<file path="config.mk">
export PLATFORM = sky130hd
export DESIGN_NAME = booth_mult_unit
export DESIGN_NICKNAME = d
export VERILOG_FILES = /design/src/rtl/booth_mult_unit_pkg.sv /design/src/rtl/booth_mult_unit_cla_adder_w.sv /design/src/rtl/booth_mult_unit.sv
export SDC_FILE = /design/constraint.sdc
export NUM_CORES = 1
export LEC_CHECK = 0
export CAP_MARGIN = 5
export CORE_UTILIZATION = 60
export DETAILED_ROUTE_END_ITERATION = 10
export DONT_BUFFER_PORTS = 1
export GPL_TIMING_DRIVEN = 0
export PLACE_DENSITY = 0.76
export SYNTH_ARGS = -nofsm -noshare
export SYNTH_HDL_FRONTEND = slang
export SYNTH_HIERARCHICAL = 1
export SYNTH_SLANG_ARGS = --single-unit
</file>
<file path="constraint.sdc">
create_clock -name clock -period 5.3 [get_ports clock]
set_input_delay 0.795 -clock clock [delete_from_list [all_inputs] [get_ports clock]]
set_output_delay 0.795 -clock clock [all_outputs]
set_load 0.03 [all_outputs]
</file>
<file path="src/rtl/booth_mult_unit_pkg.sv">
// booth_mult_unit_pkg
// Shared ALU definitions for the Booth multiply path.
//   state_t       : multiplier FSM encoding (IDLE / RUN / DONE)
//   BOOTH_*       : radix-2 Booth recode values of {PL[0], q_m1}
//   CLA_BLOCK     : width of one carry-lookahead building block
package booth_mult_unit_pkg;

  typedef enum logic [1:0] {
    IDLE = 2'b00,
    RUN  = 2'b01,
    DONE = 2'b10
  } state_t;

  // {current multiplier bit, previous multiplier bit}
  localparam logic [1:0] BOOTH_NOP_LO = 2'b00;
  localparam logic [1:0] BOOTH_ADD    = 2'b01;
  localparam logic [1:0] BOOTH_SUB    = 2'b10;
  localparam logic [1:0] BOOTH_NOP_HI = 2'b11;

  localparam int CLA_BLOCK = 8;

endpackage

</file>
<file path="src/rtl/booth_mult_unit_cla_adder_w.sv">
// cla_block8 / cla_adder_w
// cla_block8 : 8-bit carry-lookahead block with block generate/propagate.
//   a, b  (in, 8) operands      cin (in, 1) carry in
//   sum   (out, 8) sum          bg, bp (out, 1) block generate / propagate
// cla_adder_w: WIDTH+1-bit adder with carry-in, carry-out discarded.
//   a, b  (in, WIDTH+1) operands  cin (in, 1) carry in
//   sum   (out, WIDTH+1) sum
import booth_mult_unit_pkg::*;

module cla_block8 (
  input  logic [7:0] a,
  input  logic [7:0] b,
  input  logic       cin,
  output logic [7:0] sum,
  output logic       bg,
  output logic       bp
);

  logic [7:0] g;
  logic [7:0] p;
  logic [7:0] c;

  assign g = a & b;
  assign p = a ^ b;

  // Each internal carry is the flattened sum-of-products of earlier
  // generates and the carry-in, so no carry ripples inside the block.
  always_comb begin
    logic term;
    c    = '0;
    bg   = 1'b0;
    term = 1'b0;
    c[0] = cin;
    for (int i = 1; i < 8; i++) begin
      term = cin;
      for (int k = 0; k < i; k++) term = term & p[k];
      c[i] = term;
      for (int j = 0; j < i; j++) begin
        term = g[j];
        for (int k = j + 1; k < i; k++) term = term & p[k];
        c[i] = c[i] | term;
      end
    end
    for (int j = 0; j < 8; j++) begin
      term = g[j];
      for (int k = j + 1; k < 8; k++) term = term & p[k];
      bg = bg | term;
    end
  end

  assign bp  = &p;
  assign sum = p ^ c;

endmodule

module cla_adder_w #(
  parameter int WIDTH = 32
) (
  input  logic [WIDTH:0] a,
  input  logic [WIDTH:0] b,
  input  logic           cin,
  output logic [WIDTH:0] sum
);

  localparam int NBLK = WIDTH / CLA_BLOCK;

  logic [NBLK:0]   bc;
  logic [NBLK-1:0] bg;
  logic [NBLK-1:0] bp;

  assign bc[0] = cin;

  // Blocks are chained through their group generate/propagate terms.
  for (genvar k = 0; k < NBLK; k++) begin : g_blk
    cla_block8 u_blk (
      .a   (a[k*CLA_BLOCK +: CLA_BLOCK]),
      .b   (b[k*CLA_BLOCK +: CLA_BLOCK]),
      .cin (bc[k]),
      .sum (sum[k*CLA_BLOCK +: CLA_BLOCK]),
      .bg  (bg[k]),
      .bp  (bp[k])
    );
    assign bc[k+1] = bg[k] | (bp[k] & bc[k]);
  end

  // Guard bit: a single full adder whose carry-out is dropped.
  assign sum[WIDTH] = a[WIDTH] ^ b[WIDTH] ^ bc[NBLK];

endmodule

</file>
<file path="src/rtl/booth_mult_unit.sv">
// booth_mult_unit
// Sequential radix-2 Booth signed multiplier, one add/sub-and-shift per clock.
//   clock, reset     : clock and synchronous active-high reset
//   ctrl_MULT        : start strobe; operands sampled whenever it is high
//   data_operandA/B  : multiplicand / multiplier, two's complement
//   data_result      : low WIDTH bits of the signed product
//   data_exception   : product does not fit in WIDTH signed bits
//   data_resultRDY   : one-cycle strobe when a new result is presented
// WIDTH must be a multiple of 8 and at least 8.
import booth_mult_unit_pkg::*;

module booth_mult_unit #(
  parameter int WIDTH = 32
) (
  input  logic             clock,
  input  logic             reset,
  input  logic             ctrl_MULT,
  input  logic [WIDTH-1:0] data_operandA,
  input  logic [WIDTH-1:0] data_operandB,
  output logic [WIDTH-1:0] data_result,
  output logic             data_exception,
  output logic             data_resultRDY
);

  localparam int            CW        = $clog2(WIDTH + 1);
  localparam logic [CW-1:0] LAST_STEP = CW'(WIDTH - 1);

  state_t           state;
  state_t           state_next;
  logic [WIDTH-1:0] m;
  logic [WIDTH:0]   acc;
  logic [WIDTH-1:0] pl;
  logic             q_m1;
  logic [CW-1:0]    cnt;

  logic [WIDTH:0]   m_ext;
  logic [WIDTH:0]   addend;
  logic             add_cin;
  logic [WIDTH:0]   sum;
  logic [WIDTH:0]   acc_sh;
  logic [WIDTH-1:0] pl_sh;
  logic             finish;

  // Booth recode: subtraction is ~M with carry-in 1 through the same adder,
  // so there is only one WIDTH+1-bit adder on the step path.
  always_comb begin
    m_ext   = {m[WIDTH-1], m};
    addend  = '0;
    add_cin = 1'b0;
    case ({pl[0], q_m1})
      BOOTH_ADD: addend = m_ext;
      BOOTH_SUB: begin
        addend  = ~m_ext;
        add_cin = 1'b1;
      end
      BOOTH_NOP_LO, BOOTH_NOP_HI: addend = '0;
      default: addend = '0;
    endcase
  end

  cla_adder_w #(.WIDTH(WIDTH)) u_adder (
    .a   (acc),
    .b   (addend),
    .cin (add_cin),
    .sum (sum)
  );

  // Arithmetic right shift of {ACC', PL, q_m1}; the guard bit replicates.
  assign acc_sh = {sum[WIDTH], sum[WIDTH:1]};
  assign pl_sh  = {sum[0], pl[WIDTH-1:1]};

  // Next state; a start strobe overrides everything, including a finishing
  // step, so an aborted operation never raises the ready strobe.
  always_comb begin
    state_next = state;
    finish     = 1'b0;
    case (state)
      IDLE: state_next = IDLE;
      RUN: begin
        if (cnt == LAST_STEP) begin
          state_next = DONE;
          finish     = 1'b1;
        end
      end
      DONE:    state_next = IDLE;
      default: state_next = IDLE;
    endcase
    if (ctrl_MULT) begin
      state_next = RUN;
      finish     = 1'b0;
    end
  end

  // State register.
  always_ff @(posedge clock) begin
    if (reset) begin
      state <= IDLE;
    end else begin
      state <= state_next;
    end
  end

  // Multiplier datapath: load on start, one Booth step per RUN cycle.
  always_ff @(posedge clock) begin
    if (reset) begin
      m    <= '0;
      acc  <= '0;
      pl   <= '0;
      q_m1 <= 1'b0;
      cnt  <= '0;
    end else if (ctrl_MULT) begin
      m    <= data_operandA;
      acc  <= '0;
      pl   <= data_operandB;
      q_m1 <= 1'b0;
      cnt  <= '0;
    end else if (state == RUN) begin
      acc  <= acc_sh;
      pl   <= pl_sh;
      q_m1 <= pl[0];
      cnt  <= cnt + 1'b1;
    end
  end

  // Result registers only change on a finishing step; the product fits
  // exactly when the upper half is a pure sign extension of the lower half.
  always_ff @(posedge clock) begin
    if (reset) begin
      data_result    <= '0;
      data_exception <= 1'b0;
      data_resultRDY <= 1'b0;
    end else begin
      data_resultRDY <= finish;
      if (finish) begin
        data_result    <= pl_sh;
        data_exception <= (acc_sh[WIDTH-1:0] != {WIDTH{pl_sh[WIDTH-1]}});
      end
    end
  end

endmodule

</file>
==> impl_metrics.json <==
{
  "status": "finished with violations",
  "violations": "DRC",
  "post_dp_cell_area_sq_um": 7370,
  "grt_antenna_before_repair": 0,
  "gr-usage-all-layers": 0.298,
  "place_hpwl_mm": 13.2,
  "die_area_sq_um": 12400,
  "syn_area_per_cell_sq_um": 7.77,
  "criticalPathCategory": "reg2reg",
  "async_flop_share": 0,
  "synth.largest_area_cell": "dfxtp_1",
  "synth-edff-count": 0,
  "num_vias": 6553,
  "r2r_cells": 19,
  "place.port_buffers": 0,
  "root_buffer": "clkbuf_16",
  "yosys_warnings": 6,
  "ys_top_cells_by_area": "dfxtp_1, nand2_1, ha_1",
  "grt_pass1_wl_mm": 29.5,
  "fin_skew_ns": 0.00650,
  "core_area_sq_um": 11600,
  "drive_gt1_frac": 0.0659,
  "power_density_nw_per_um2": 335,
  "routed_wl_mm": 18.2,
  "fin_cells": 1099,
  "die_w_um": 111,
  "path_max_fanout": 10,
  "cts_buffer_depth": 2,
  "remaining_drc_errors": 12,
  "rsz0062_at_grt": "no",
  "antenna_cells": 0,
  "routedWlPerCell_um": 16.6,
  "cts_made_buffers": 17,
  "hold_path_end": "acc[10]",
  "cap_viol_max_count": 0,
  "worst_r2r_endpoint": "data_exception",
  "clk_latency_ns": 0.43,
  "cp-start-kind": "register",
  "setup_tns_ns": 0,
  "top_layer_used": "met4",
  "clk_pin_slew_worst_paths_ns": 0.06,
  "crit_path_top_delay_cell": "o41a_1",
  "min_period_ns": 5.16,
  "wl_met3_mm": 1.33,
  "clock.fmax_ghz": 0.194,
  "ys.flop_type": "dfxtp_1",
  "nNetsFinal": 1052,
  "hold_viol_final": 0,
  "start_util": 0.622,
  "grt_start_max_net_pins": 17,
  "area_growth_pct": 11.6,
  "antenna_left": 0,
  "place_congestion": 0.923,
  "vias_per_cell": 5.96,
  "dp.cells": 1068,
  "max_slew_margin": 0.493,
  "post_cts_buffers": 0,
  "synth_seq_area_share": 0.387,
  "holdBufCountCts": 0,
  "synth_fp_nets": 1033,
  "cp.arrival_ns": 5.47,
  "cts.sink_count": 139,
  "synth_top_area_share": 0.387,
  "leakagePower_nw": 3.10,
  "io_pins": 101,
  "reg2reg_from": "pl[0]",
  "ir_drop_v": 0.000224,
  "cts_tree": "built",
  "hp-start": "acc[10]",
  "slew_violations": 0,
  "path_cells": "nand2b_1 > clkbuf_2 > o21ai_0 > ha_1 > a21o_1 > a221o_1 > a221oi_2 > o31ai_1 > a21o_2 > a21o_1 > ha_1 > o21a_1 > o21ai_1 > nand2_1 > o311ai_2 > nand4_1 > nor3_1 > a31oi_1 > o41a_1",
  "setup_viol": 0,
  "ys_seq_elements": 139,
  "wl_met2_mm": 9.12,
  "rows": 39,
  "syn_inst": 925,
  "hold_path_depth": 2,
  "worstPathRequired_ns": 5.61,
  "stdcell_area_sq_um": 8030,
  "syn_area_sq_um": 7190,
  "firstDrtPassIters": 8,
  "drt-met1-wl_mm": 7.38,
  "first_iter_violations": 603,
  "max_stage_delay_ns": 0.43,
  "end_kind": "register",
  "tightest_slew_ns": 0.752,
  "min_period_over_period": 0.973,
  "grt_overflow": 0,
  "yosys.cell_types.count": 45,
  "grt_pass1_vias": 6360,
  "die_y_um": 111,
  "hold_path.class": "reg2reg",
  "rrSetupSlack_ns": 0.14,
  "cts_max_level": 4
}
## cells in the mapped netlist (2+ instances only)
cell	n
nand4_1	7
a31o_2	4
nor4_1	7
a31oi_1	3
o31ai_1	4
a21o_1	5
o21a_1	4
a221oi_2	4
mux2i_1	32
a221o_1	4
a311oi_1	32
or3_1	4
o21ai_0	45
buf_2	9
buf_1	4
o311ai_0	4
xnor2_1	18
nand3_1	8
nand2_1	250
a21oi_1	80
or4_1	2
o21bai_1	4
clkbuf_1	43
ha_1	37
inv_1	31
nor2_1	86
and3_2	4
dfxtp_1	139
nor2b_1	2
xor2_1	13
nand2b_1	6
nor3_1	11
a211o_1	4
fa_1	4
## per-stage QoR
step                setup slack (ns)  utilization  power, mW  hold WS [ns]
floorplan                      0.659            -       1.35         0.440
global placement              -0.115        0.637       1.41         0.448
detailed placement            -0.268        0.637       1.42         0.451
CTS                           0.0180        0.692       2.69         0.463
global route                 0.00686        0.694       2.78         0.478
finish                         0.141        0.694       2.69         0.460
## where the power goes
part / internal (mW) / switching [mW]
registers: 1.09 / 0.0287
logic: 0.102 / 0.196
clock network: 0.825 / 0.454
## worst max-delay path, delay by kind of cell, from the launching register on
family / cells / cell delay (ns)
adders and majority gates: 2 / 0.57
DFF: 1 / 0.42
buffers and inverters: 1 / 0.25
AOI/OAI and AO/OA: 12 / 3.12
and+or+nand+nor: 4 / 0.66
## how the worst max path moves through the flow
stage,start,end,slack [ns],cells after the start
finish,pl[0],data_exception,0.14,19
global route,q_m1,data_exception,0.007,21
CTS,q_m1,data_exception,0.02,19
detailed placement,pl[0],data_exception,-0.27,21
global placement,pl[0],data_exception,-0.11,21
floorplan,q_m1,data_exception,0.66,21
## logic make-up (layout without fill, tap and decap cells)
kind of cell | count (synthesis) | in the layout | synth area share
AO/OA/AOI/OAI | 204 | 204 | 0.184
buffers and inverters | 87 | 118 | 0.0470
multiplexers | 32 | 32 | 0.0446
flip-flops | 139 | 139 | 0.387
AND/OR/NAND/NOR | 391 | 391 | 0.224
XOR/XNOR | 31 | 31 | 0.0378
adder cells (fa/ha/maj) | 41 | 41 | 0.0755
## flip-flops by register name, summed over array words and instances, names as in the netlist
name	cells
cnt	6
pl	32
data_resultRDY	1
data_exception	1
m	32
acc	32
state	2
data_result	32
q_m1	1
## layout by cell type (no fill, tap or decap), types with 8 or more instances in the layout
cell,count
clkbuf_1,41
buf_2,9
mux2i_1,32
nor3_1,11
o21ai_0,43
nand2_1,250
a21oi_1,80
nand3_1,8
ha_1,37
dfxtp_1,139
a311oi_1,32
clkbuf_16,17
xor2_1,13
nor2_1,86
inv_1,31
xnor2_1,18
## layout make-up
type / count / area, sq um
fillers: 970 / 3540
plain buffers: 56 / 229
multi-input cells: 699 / 4080
clock inverters: 9 / 161
well taps: 143 / 179
flip-flops and latches: 139 / 2780
inverters: 31 / 116
clock buffers: 22 / 474
## per-layer routing
layer  up-vias  track usage
met3        33       0.0778
li1       3204            -
met2       233        0.535
met1      3083        0.334
met4         0        0.121
met5         -            0
## what timing repair did
item	CTS	global route
endpoints found under the setup margin	1	1
gates resized for setup	3	12
pin swaps	0	0
hold endpoints to repair	0	0
Note: power is estimated with default switching activity, not from simulation.
